`src/rtl/raw_issue_queue_if.sv`:
```
// Bundle of the decode-side, checker-side and issue-side signals of raw_issue_queue.
// Lanes are packed with lane k at [k*W +: W], and lane 0 is the oldest lane.
// The master modport drives decode, hazard, stall and flush. The slave modport (the queue) drives everything else.
interface raw_issue_queue_if #(
    parameter int DES_W = 4,
    parameter int SRC_W = 4,
    parameter int OP_W  = 8,
    parameter int DEPTH = 8
);
    localparam int CW = $clog2(DEPTH) + 1;

    // control from the pipeline
    logic                 flush;
    logic                 iss_stall;
    // decode -> queue
    logic [3:0]           dec_vld;
    logic [4*DES_W-1:0]   dec_des;
    logic [4*SRC_W-1:0]   dec_src1;
    logic [4*SRC_W-1:0]   dec_src2;
    logic [4*OP_W-1:0]    dec_op;
    logic                 dec_rdy;
    // queue <-> RAW checker
    logic [3:0]           chk_vld;
    logic [4*DES_W-1:0]   chk_des;
    logic [4*SRC_W-1:0]   chk_src1;
    logic [4*SRC_W-1:0]   chk_src2;
    logic [3:0]           chk_hz;
    logic [3:0]           fin_vld;
    // queue -> functional units
    logic [3:0]           iss_vld;
    logic [4*DES_W-1:0]   iss_des;
    logic [4*SRC_W-1:0]   iss_src1;
    logic [4*SRC_W-1:0]   iss_src2;
    logic [4*OP_W-1:0]    iss_op;
    // status
    logic [CW-1:0]        count;
    logic [15:0]          stall_cnt;

    modport master (
        output flush, iss_stall, dec_vld, dec_des, dec_src1, dec_src2, dec_op, chk_hz,
        input  dec_rdy, chk_vld, chk_des, chk_src1, chk_src2, fin_vld,
               iss_vld, iss_des, iss_src1, iss_src2, iss_op, count, stall_cnt
    );

    modport slave (
        input  flush, iss_stall, dec_vld, dec_des, dec_src1, dec_src2, dec_op, chk_hz,
        output dec_rdy, chk_vld, chk_des, chk_src1, chk_src2, fin_vld,
               iss_vld, iss_des, iss_src1, iss_src2, iss_op, count, stall_cnt
    );
endinterface

```
`src/rtl/raw_issue_queue.sv`:
```
// In-order 4-wide issue queue. It issues the longest prefix of the oldest four entries that is free of RAW hazards.
// Latency: an entry enqueued in cycle t is checkable in t+1. If it issues in t+1, iss_vld shows it in t+2.
// Backpressure: dec_rdy needs 4 free slots, and no credit is given for a same-cycle dequeue. iss_stall forces zero issue.
// Ports: clk, rst (synchronous, active-low). All other signals are in the bus interface (slave modport):
//   dec_* enqueue, chk_* head window to the checker, chk_hz hazard flags, fin_vld per-lane issue strobe,
//   iss_* registered issued entries, count occupancy, stall_cnt saturating hazard-stall cycle count.
module raw_issue_queue #(
    parameter int DES_W = 4,
    parameter int SRC_W = 4,
    parameter int OP_W  = 8,
    parameter int DEPTH = 8
) (
    input  logic             clk,
    input  logic             rst,
    raw_issue_queue_if.slave bus
);
    localparam int PW = $clog2(DEPTH);
    localparam int CW = PW + 1;
    localparam int TW = (DES_W > SRC_W) ? DES_W : SRC_W;

    logic [DES_W-1:0]   mem_des  [DEPTH];
    logic [SRC_W-1:0]   mem_src1 [DEPTH];
    logic [SRC_W-1:0]   mem_src2 [DEPTH];
    logic [OP_W-1:0]    mem_op   [DEPTH];

    logic [PW-1:0]      head;
    logic [PW-1:0]      tail;
    logic [CW-1:0]      count;
    logic [15:0]        stall_cnt;
    logic [3:0]         iss_vld;
    logic [4*DES_W-1:0] iss_des;
    logic [4*SRC_W-1:0] iss_src1;
    logic [4*SRC_W-1:0] iss_src2;
    logic [4*OP_W-1:0]  iss_op;

    logic               dec_rdy;
    logic               enq;
    logic [2:0]         enq_cnt;
    logic [1:0]         enq_off [4];
    logic [DES_W-1:0]   win_des  [4];
    logic [SRC_W-1:0]   win_src1 [4];
    logic [SRC_W-1:0]   win_src2 [4];
    logic [OP_W-1:0]    win_op   [4];
    logic [3:0]         win_vld;
    logic [3:0]         raw_hit;
    logic [3:0]         fin_vld;
    logic [2:0]         n;
    logic               blocked;

    assign dec_rdy = rst && ((CW'(DEPTH) - count) >= CW'(4));
    assign enq     = dec_rdy && !bus.flush;

    // The slot offset of each valid lane is the number of valid lanes below it.
    // This compacts the holes so the entries land at tail, tail+1, ...
    always_comb begin
        enq_cnt = 3'd0;
        for (int k = 0; k < 4; k++) begin
            enq_off[k] = enq_cnt[1:0];
            enq_cnt    = enq_cnt + {2'b00, bus.dec_vld[k]};
        end
    end

    // Head window. The pointer arithmetic wraps at DEPTH, so a window that crosses DEPTH-1 -> 0 has no gap.
    always_comb begin
        for (int k = 0; k < 4; k++) begin
            win_des[k]  = mem_des[head + PW'(k)];
            win_src1[k] = mem_src1[head + PW'(k)];
            win_src2[k] = mem_src2[head + PW'(k)];
            win_op[k]   = mem_op[head + PW'(k)];
            win_vld[k]  = (CW'(k) < count);
        end
    end

    // Intra-group RAW: a younger lane reads a tag that an older lane in the same window writes.
    // The checker cannot see this, because the older lane is not yet in flight.
    always_comb begin
        raw_hit = 4'b0000;
        for (int k = 1; k < 4; k++) begin
            for (int j = 0; j < k; j++) begin
                if (TW'(win_src1[k]) == TW'(win_des[j]) || TW'(win_src2[k]) == TW'(win_des[j]))
                    raw_hit[k] = 1'b1;
            end
        end
    end

    // Issue count n. Once one lane is blocked, every younger lane stays blocked, so issue is strictly in order.
    always_comb begin
        n       = 3'd0;
        blocked = 1'b0;
        for (int k = 0; k < 4; k++) begin
            if (!win_vld[k] || bus.chk_hz[k] || raw_hit[k])
                blocked = 1'b1;
            if (!blocked)
                n = 3'(k + 1);
        end
        if (bus.iss_stall || bus.flush || !rst)
            n = 3'd0;
        for (int k = 0; k < 4; k++)
            fin_vld[k] = (3'(k) < n);
    end

    // Storage needs no reset. Only the entries between head and tail are ever treated as valid.
    always_ff @(posedge clk) begin
        if (enq) begin
            for (int k = 0; k < 4; k++) begin
                if (bus.dec_vld[k]) begin
                    mem_des[tail + PW'(enq_off[k])]  <= bus.dec_des[k*DES_W +: DES_W];
                    mem_src1[tail + PW'(enq_off[k])] <= bus.dec_src1[k*SRC_W +: SRC_W];
                    mem_src2[tail + PW'(enq_off[k])] <= bus.dec_src2[k*SRC_W +: SRC_W];
                    mem_op[tail + PW'(enq_off[k])]   <= bus.dec_op[k*OP_W +: OP_W];
                end
            end
        end
    end

    always_ff @(posedge clk) begin
        if (!rst) begin
            head      <= '0;
            tail      <= '0;
            count     <= '0;
            stall_cnt <= '0;
            iss_vld   <= '0;
            iss_des   <= '0;
            iss_src1  <= '0;
            iss_src2  <= '0;
            iss_op    <= '0;
        end else begin
            if (bus.flush) begin
                head  <= '0;
                tail  <= '0;
                count <= '0;
            end else begin
                if (enq)
                    tail <= tail + PW'(enq_cnt);
                head  <= head + PW'(n);
                count <= count + (enq ? CW'(enq_cnt) : CW'(0)) - CW'(n);
            end
            // Issued lanes are already compacted, because the issued set is a prefix of the window.
            iss_vld <= fin_vld;
            for (int k = 0; k < 4; k++) begin
                iss_des[k*DES_W +: DES_W] <= fin_vld[k] ? win_des[k]  : '0;
                iss_src1[k*SRC_W +: SRC_W] <= fin_vld[k] ? win_src1[k] : '0;
                iss_src2[k*SRC_W +: SRC_W] <= fin_vld[k] ? win_src2[k] : '0;
                iss_op[k*OP_W +: OP_W]     <= fin_vld[k] ? win_op[k]   : '0;
            end
            // This counts only real hazard stalls. Empty, stalled or flushed cycles are not counted.
            if (count != '0 && n == 3'd0 && !bus.iss_stall && !bus.flush && stall_cnt != 16'hFFFF)
                stall_cnt <= stall_cnt + 16'd1;
        end
    end

    assign bus.dec_rdy   = dec_rdy;
    assign bus.chk_vld   = win_vld;
    assign bus.fin_vld   = fin_vld;
    assign bus.iss_vld   = iss_vld;
    assign bus.iss_des   = iss_des;
    assign bus.iss_src1  = iss_src1;
    assign bus.iss_src2  = iss_src2;
    assign bus.iss_op    = iss_op;
    assign bus.count     = count;
    assign bus.stall_cnt = stall_cnt;

    for (genvar k = 0; k < 4; k++) begin : g_chk
        assign bus.chk_des[k*DES_W +: DES_W]  = win_des[k];
        assign bus.chk_src1[k*SRC_W +: SRC_W] = win_src1[k];
        assign bus.chk_src2[k*SRC_W +: SRC_W] = win_src2[k];
    end
endmodule

```
`src/flat_wrapper.sv`:
```
// flat-port wrapper written by rule: the top's interface ports become plain ports
module raw_issue_queue_flat 
#(
    parameter int DES_W = 4,
    parameter int SRC_W = 4,
    parameter int OP_W  = 8,
    parameter int DEPTH = 8
)
  (clk, rst, bus_flush, bus_iss_stall, bus_dec_vld, bus_dec_des, bus_dec_src1, bus_dec_src2, bus_dec_op, bus_chk_hz, bus_dec_rdy, bus_chk_vld, bus_chk_des, bus_chk_src1, bus_chk_src2, bus_fin_vld, bus_iss_vld, bus_iss_des, bus_iss_src1, bus_iss_src2, bus_iss_op, bus_count, bus_stall_cnt);
  raw_issue_queue_if #(.DES_W(DES_W), .SRC_W(SRC_W), .OP_W(OP_W), .DEPTH(DEPTH)) bus_i ();
  input  logic clk;
  input  logic rst;
  input wire logic [$bits(bus_i.flush)-1:0] bus_flush;
  input wire logic [$bits(bus_i.iss_stall)-1:0] bus_iss_stall;
  input wire logic [$bits(bus_i.dec_vld)-1:0] bus_dec_vld;
  input wire logic [$bits(bus_i.dec_des)-1:0] bus_dec_des;
  input wire logic [$bits(bus_i.dec_src1)-1:0] bus_dec_src1;
  input wire logic [$bits(bus_i.dec_src2)-1:0] bus_dec_src2;
  input wire logic [$bits(bus_i.dec_op)-1:0] bus_dec_op;
  input wire logic [$bits(bus_i.chk_hz)-1:0] bus_chk_hz;
  output wire logic [$bits(bus_i.dec_rdy)-1:0] bus_dec_rdy;
  output wire logic [$bits(bus_i.chk_vld)-1:0] bus_chk_vld;
  output wire logic [$bits(bus_i.chk_des)-1:0] bus_chk_des;
  output wire logic [$bits(bus_i.chk_src1)-1:0] bus_chk_src1;
  output wire logic [$bits(bus_i.chk_src2)-1:0] bus_chk_src2;
  output wire logic [$bits(bus_i.fin_vld)-1:0] bus_fin_vld;
  output wire logic [$bits(bus_i.iss_vld)-1:0] bus_iss_vld;
  output wire logic [$bits(bus_i.iss_des)-1:0] bus_iss_des;
  output wire logic [$bits(bus_i.iss_src1)-1:0] bus_iss_src1;
  output wire logic [$bits(bus_i.iss_src2)-1:0] bus_iss_src2;
  output wire logic [$bits(bus_i.iss_op)-1:0] bus_iss_op;
  output wire logic [$bits(bus_i.count)-1:0] bus_count;
  output wire logic [$bits(bus_i.stall_cnt)-1:0] bus_stall_cnt;
  assign bus_i.flush = bus_flush;
  assign bus_i.iss_stall = bus_iss_stall;
  assign bus_i.dec_vld = bus_dec_vld;
  assign bus_i.dec_des = bus_dec_des;
  assign bus_i.dec_src1 = bus_dec_src1;
  assign bus_i.dec_src2 = bus_dec_src2;
  assign bus_i.dec_op = bus_dec_op;
  assign bus_i.chk_hz = bus_chk_hz;
  assign bus_dec_rdy = bus_i.dec_rdy;
  assign bus_chk_vld = bus_i.chk_vld;
  assign bus_chk_des = bus_i.chk_des;
  assign bus_chk_src1 = bus_i.chk_src1;
  assign bus_chk_src2 = bus_i.chk_src2;
  assign bus_fin_vld = bus_i.fin_vld;
  assign bus_iss_vld = bus_i.iss_vld;
  assign bus_iss_des = bus_i.iss_des;
  assign bus_iss_src1 = bus_i.iss_src1;
  assign bus_iss_src2 = bus_i.iss_src2;
  assign bus_iss_op = bus_i.iss_op;
  assign bus_count = bus_i.count;
  assign bus_stall_cnt = bus_i.stall_cnt;
  raw_issue_queue #(.DES_W(DES_W), .SRC_W(SRC_W), .OP_W(OP_W), .DEPTH(DEPTH)) u_core (.clk(clk), .rst(rst), .bus(bus_i));
endmodule
```
`config.mk`:
```
export PLATFORM = sky130hd
export DESIGN_NAME = raw_issue_queue_flat
export DESIGN_NICKNAME = d
export VERILOG_FILES = /design/src/rtl/raw_issue_queue_if.sv /design/src/rtl/raw_issue_queue.sv /design/src/flat_wrapper.sv
export SDC_FILE = /design/constraint.sdc
export NUM_CORES = 1
export LEC_CHECK = 0
export ABC_AREA = 1
export CAP_MARGIN = 20
export CORE_MARGIN = 2
export CORE_UTILIZATION = 41
export CTS_CLUSTER_SIZE = 30
export DETAILED_ROUTE_END_ITERATION = 10
export PLACE_DENSITY_LB_ADDON = 0.2
export SLEW_MARGIN = 10
export SYNTH_ARGS = -nofsm -noshare
export SYNTH_HDL_FRONTEND = slang
export SYNTH_SLANG_ARGS = --single-unit
```
`constraint.sdc`:
```
create_clock -name clk -period 11.9 [get_ports clk]
set_input_delay 2.38 -clock clk [delete_from_list [all_inputs] [get_ports clk]]
set_output_delay 2.38 -clock clk [all_outputs]
set_load 0.005 [all_outputs]
```
### Word-level counts from Yosys, hierarchy flattened

Memory sizes are Yosys's and may differ from the RTL's. A register that Yosys moved wholly into a read port is not among the register bits.
Cells that the tools add are included.
Widths: inputs -> output; s select.

* RAM bits: 160
* logic and storage cells: 129
* flip-flop bits (word level): 78
* input bits: 92
* output and inout port bits: 161
* memories: 4

* bitwise gates (word level): 1
* equal/unequal tests: 13
* magnitude comparators: 9
* reduce and logical (&&, ||, !) cells: 39
* multiplexer cells: 31
* add/subtract/negate cells: 15

Memories
* u_core.mem_op: depth 8, bits a word 8, rd ports 4, clocked after memory_dff 4, wr ports 4, RTL line raw_issue_queue.sv:24 `logic [OP_W-1:0] mem_op [DEPTH];`
* u_core.mem_des: depth 8, bits a word 4, rd ports 4, clocked after memory_dff 1, wr ports 4, RTL line raw_issue_queue.sv:21 `logic [DES_W-1:0] mem_des [DEPTH];`
* u_core.mem_src1: depth 8, bits a word 4, rd ports 4, clocked after memory_dff 1, wr ports 4, RTL line raw_issue_queue.sv:22 `logic [SRC_W-1:0] mem_src1 [DEPTH];`
* u_core.mem_src2: depth 8, bits a word 4, rd ports 4, clocked after memory_dff 1, wr ports 4, RTL line raw_issue_queue.sv:23 `logic [SRC_W-1:0] mem_src2 [DEPTH];`

Operators with widths (count)
* $eq 4x4->1: 12
* $mux 1: 23
* $mux 3: 6
* $add 16x1->16 const B: 1
* $ne 16x16->1 const B: 1
* $logic_or 1x1->1: 15
* $logic_not 1->1: 11
* $add 3x1->3: 3
* $lt 1x4->1 const A: 2
* $lt 2x4->1 const A: 2
* $reduce_and 2->1: 4
* $add 3x2->3: 2
* $add 3x2->3 const B: 2
* $add 3x3->3: 2
* $logic_and 1x1->1: 6
* $lt 1x3->1 const A: 2
* $lt 2x3->1 const A: 2
* $add 4x4->4: 1
* $ge 4x3->1 const B: 1
* $mux 2: 2
* $reduce_bool 4->1: 1
* $sub 4x3->4: 1
* $sub 4x4->4 const A: 1
* $add 3x1->3 const B: 1
* other kinds (4): 4

### Depth between registers and ports, before layout

An unclocked memory read counts as a cell.

* depth after elaboration: 16
* depth in mapped cells: 32
* gate-level depth less buffers: 26

### Least setup slack after synthesis

OpenSTA, ideal clock, no wires.

* path type: in2out
* from: input port bus_chk_hz[3]
* to: output port bus_fin_vld[3]
* slack: 6220 ps
* cell stages on the path: 7
* data arrival time: 3300 ps
* path buffers: 1
* data required time: 9520 ps
* cells stage by stage: or2_2 -> nor2_1 -> nand2_1 -> nor2_2 -> nand3_4 -> buf_6 -> inv_1

* cells in the longest elaborated chain, start to end: 6

RTL lines
* start: declaration: RTL line flat_wrapper.sv:20 `input wire logic [$bits(bus_i.chk_hz)-1:0] bus_chk_hz;`
* $logic_or 1x1->1 (2 in a row): RTL line raw_issue_queue.sv:91 `if (!win_vld[k] || bus.chk_hz[k] || raw_hit[k])`
* $mux 1: RTL line raw_issue_queue.sv:91
* $mux 3: RTL line raw_issue_queue.sv:93 `if (!blocked)`
* $mux 3: RTL line raw_issue_queue.sv:96 `if (bus.iss_stall || bus.flush || !rst)`
* $lt 2x3->1: RTL line raw_issue_queue.sv:99 `fin_vld[k] = (3'(k) < n);`
* end: declaration: RTL line flat_wrapper.sv:26 `output wire logic [$bits(bus_i.fin_vld)-1:0] bus_fin_vld;`

Every way passes these cells.

### Final worst setup path

* from: register u_core.head[0]
* to: output port bus_fin_vld[2]

* cells in the longest elaborated chain, start to end: 12
* elaborated cells on any way between the ends: 41

RTL lines
* start: declaration: RTL line raw_issue_queue.sv:26 `logic [PW-1:0] head;`
* start signal: assignment: RTL line raw_issue_queue.sv:135 `head <= head + PW'(n);`
* $add 3x1->3, or another cell as far along: RTL line raw_issue_queue.sv:66, raw_issue_queue.sv:67, raw_issue_queue.sv:68
* $mem_v2 8x4, on equally long branches
* $eq 4x4->1: RTL line raw_issue_queue.sv:80 `if (TW'(win_src1[k]) == TW'(win_des[j]) || TW'(win_src2[k]) == TW'(win_des[j]))`
* $logic_or 1x1->1: RTL line raw_issue_queue.sv:80
* $mux 1: RTL line raw_issue_queue.sv:80
* $logic_or 1x1->1 / $mux 1 (equally long branches): RTL line raw_issue_queue.sv:91, raw_issue_queue.sv:80
* $mux 1, or another cell as far along: RTL line raw_issue_queue.sv:91
* $mux 2, or another cell as far along: RTL line raw_issue_queue.sv:93
* $mux 2 / $mux 1 (equally long branches): RTL line raw_issue_queue.sv:93, raw_issue_queue.sv:91
* $mux 3 *: RTL line raw_issue_queue.sv:93
* $mux 3 *: RTL line raw_issue_queue.sv:96
* $lt 2x3->1 *: RTL line raw_issue_queue.sv:99

Every way passes the cells marked *; elsewhere a longest branch is shown, timed or not.

==> impl_metrics.sql <==
INSERT INTO impl_metrics (metric_group, metric, value, unit) VALUES
('detailed_routing', 'first_pass_iters', '6', ''),
('timing', 'clock.fmax', '128', 'MHz'),
('detailed_routing', 'vias', '20679', ''),
('timing', 'timing_worst_slew_pin_value', '1150', 'ps'),
('logic_synthesis', 'synth_nets', '2879', ''),
('place', 'gpl.final_weighted_congestion', '1.01', ''),
('power', 'total_power', '2.54', 'mW'),
('layout', 'layout.core_utilization', '0.495', ''),
('power', 'switchingPower', '0.784', 'mW'),
('layout', 'fin_area', '0.0225', 'sq mm'),
('logic_synthesis', 'leading_cell_types_by_count_after_synthesis', 'nand2_1 (997), a21oi_1 (255), nor2_1 (196), inv_1 (175), edfxtp_1 (160)', ''),
('timing', 'holdWs', '496', 'ps'),
('die', 'fp.dieH', '218', 'um'),
('logic_synthesis', 'synthDominantAreaCellType', 'edfxtp_1', ''),
('setup_path', 'critPathArrivalTime', '5430', 'ps'),
('detailed_routing', 'vias_per_cell', '5.89', ''),
('cts', 'cts_root_buf', 'clkbuf_16', ''),
('place', 'placed_cell_area', '0.0215', 'sq mm'),
('grt', 'globalRouteTotalUtil', '0.341', ''),
('layout', 'area.sequential', '0.00701', 'sq mm'),
('cts', 'holdBufCountCts', '0', ''),
('logic_synthesis', 'synth_top_cell_area_share', '0.255', ''),
('logic_synthesis', 'synthFlopType', 'edfxtp_1', ''),
('setup_path', 'critPathLaunchType', 'flop', ''),
('power', 'ir_drop', '0.0954', 'mV'),
('setup_path', 'critPathMaxStageDelay', '1000', 'ps'),
('cts', 'cts-htree-levels', '1', ''),
('place', 'port_buffers', '252', ''),
('power', 'power.static_leakage', '9.40', 'nW'),
('timing', 'timing.clock.skew', '19.1', 'ps'),
('die', 'core', '0.0454', 'sq mm'),
('cts', 'insertion_delay', '580', 'ps'),
('timing', 'layout_min_cycle_time', '7810', 'ps'),
('logic_synthesis', 'synth_most_common_cell', 'nand2_1', ''),
('logic_synthesis', 'synth_area_per_cell', '6.83', 'sq um'),
('power', 'power.clock.fraction', '0.366', ''),
('setup_path', 'cp_slowest_cell', 'dfxtp_4', ''),
('power', 'switching_share', '0.308', ''),
('grt', 'antenna_found_initial', '5', ''),
('logic_synthesis', 'async_reset_ff_frac', '0', ''),
('timing', 'fin_setup_tns', '0', 'ps'),
('layout', 'fillerInstances', '4435', ''),
('setup_path', 'cp-end-kind', 'primary output', ''),
('detailed_routing', 'detail_route.wl_per_cell', '23.8', 'um'),
('power', 'power_density_of_the_placed_cells', '113', 'mW/mm^2'),
('logic_synthesis', 'yosysUniqueCellTypes', '51', ''),
('cts', 'tritoncts_num_sinks', '270', ''),
('run_status', 'outcome', 'finished, final reports clean', ''),
('setup_path', 'cp_top_family', 'simple AND/OR/NAND/NOR gates', ''),
('detailed_routing', 'ant_nets', '0', ''),
('logic_synthesis', 'cell_area_after_synthesis', '0.0189', 'sq mm'),
('power', 'part_of_the_total_power_dissipated_in_sequential_elements', '0.420', ''),
('timing', 'post_route_fraction_of_the_period_consumed_by_the_critical_path', '0.656', ''),
('grt', 'grt_first_pass_wirelength', '121000', 'um'),
('setup_path', 'crit_chain', 'buf_4, nand2_1, nand3_1, nand2_1, nor2_1, nand2_1, nand2_1, nand2_1, inv_1, nand2_1, nand2_1, nor2_2, nand2_2, nand4_1, nand2_1, inv_1, clkdlybuf4s50_1', ''),
('power', 'internal-power', '1.76', 'mW'),
('layout', 'multi_input_comb_area', '0.0102', 'sq mm'),
('detailed_routing', 'wl', '83500', 'um'),
('min_path', 'hold_class', 'flop to flop', ''),
('logic_synthesis', 'synth-edff-count', '160', ''),
('setup_path', 'critical_path.most_common_cell', 'nand2_1', ''),
('layout', 'final_layout_size_suffix_gt1_frac', '0.0591', ''),
('cts', 'cts_setup_buffers', '0', ''),
('power', 'combPwrFrac', '0.214', ''),
('timing', 'unrepaired_setup_endpoints_after_global_routing', 'false', ''),
('timing', 'timing_max_transition_violations_final', '0', ''),
('detailed_routing', 'drc', '0', ''),
('job', 'cap_viol_max_count', '0', ''),
('place', 'dpl.hpwl', '60600', 'um'),
('grt', 'first_global_vias', '18034', ''),
('logic_synthesis', 'synthTopCellsByArea', 'edfxtp_1 (25%), nand2_1 (20%), dfxtp_1 (12%), a21oi_1 (6.8%), nor2_1 (3.9%)', '');
==> cells by family (layout without fill, tap and decap cells) <==
group | Yosys count | in the layout | share of synthesized area
flip-flops | 270 | 270 | 0.371
adder cells (fa/ha/maj) | 25 | 25 | 0.0202
XOR/XNOR | 13 | 13 | 0.00882
AO/OA/AOI/OAI | 591 | 591 | 0.184
buffers and inverters | 403 | 550 | 0.0913
AND/OR/NAND/NOR | 1436 | 1436 | 0.311
multiplexers | 24 | 24 | 0.0127
other | 0 | 1 | 0
==> layout by cell type (no fill, tap or decap), types with 15 or more instances in the layout <==
cell type and instances:
nand2_1 997, a21oi_1 255, clkdlybuf4s50_1 252, nor2_1 194
inv_1 174, edfxtp_1 160, nand3_1 123, o21ai_0 112
dfxtp_1 109, o22ai_1 105, nor3_1 40, a221oi_1 37
inv_2 35, clkbuf_16 30, o221ai_1 29, buf_4 26
mux2i_1 24, nor2_2 20, nand4_1 17, ha_1 15
==> worst min-delay path: cells and delay by family (launching register included) <==
kind	cells	cell delay (ps)
buffers and inverters	1	70
DFF	1	330
AOI/OAI and AO/OA	1	50
==> layer usage <==
layer  track usage  vias up  routed length [um]
li1              -     9505                   -
met1         0.509     9701               36600
met2         0.491     1316               34500
met3        0.0804      151               10200
met4        0.0830        6                2090
met5             0        -                  46
==> through the flow <==
step / std cells / setup slack [ps]
after floorplan: 2762 / 6220
after global placement: 3451 / 4200
after detailed placement: 3451 / 4160
after CTS: 3507 / 4110
after global routing: 3509 / 3660
final: 3510 / 4090
==> worst paths after layout <==
path	start	to	slack, ps	cells after the start
max	u_core.head[0]$_SDFF_PP0_	bus_fin_vld[2]	4090	17
min reg2reg	u_core.bus.stall_cnt[7]$_SDFFE_PN0P_	u_core.bus.stall_cnt[7]$_SDFFE_PN0P_	500	2
min	u_core.bus.stall_cnt[7]$_SDFFE_PN0P_	u_core.bus.stall_cnt[7]$_SDFFE_PN0P_	500	2
max reg2reg	u_core.head[0]$_SDFF_PP0_	u_core.bus.count[3]$_SDFF_PP0_	6240	22
==> flip-flops by register name, indices dropped and copies added (netlist names) <==
signal / count
u_core.mem_op: 64
u_core.bus.iss_des: 16
u_core.mem_src2: 32
u_core.bus.stall_cnt: 16
u_core.bus.iss_op: 32
u_core.bus.iss_src1: 16
u_core.bus.iss_vld: 4
u_core.bus.count: 4
u_core.tail: 3
u_core.bus.iss_src2: 16
u_core.mem_src1: 32
u_core.head: 3
u_core.mem_des: 32
==> layout make-up <==
type	count	share of cell area
Clock inverter	16	0.00808
Tap cell	600	0.0334
Clock buffer	40	0.0351
Antenna cell	1	0.000111
Inverter	214	0.0358
Sequential cell	270	0.312
Timing Repair Buffer	280	0.122
Multi-Input combinational cell	2089	0.453
==> power groups by stage <==
stage / registers, mW / clock network, mW / logic, mW
2_1_floorplan: 1.07 / 0 / 0.297
3_3_place_gp: 1.09 / 0 / 0.519
3_5_place_dp: 1.09 / 0 / 0.526
4_1_cts: 1.07 / 0.938 / 0.528
5_1_grt: 1.07 / 0.981 / 0.587
6_report: 1.07 / 0.931 / 0.545
Power figures use the tool's default switching activity.
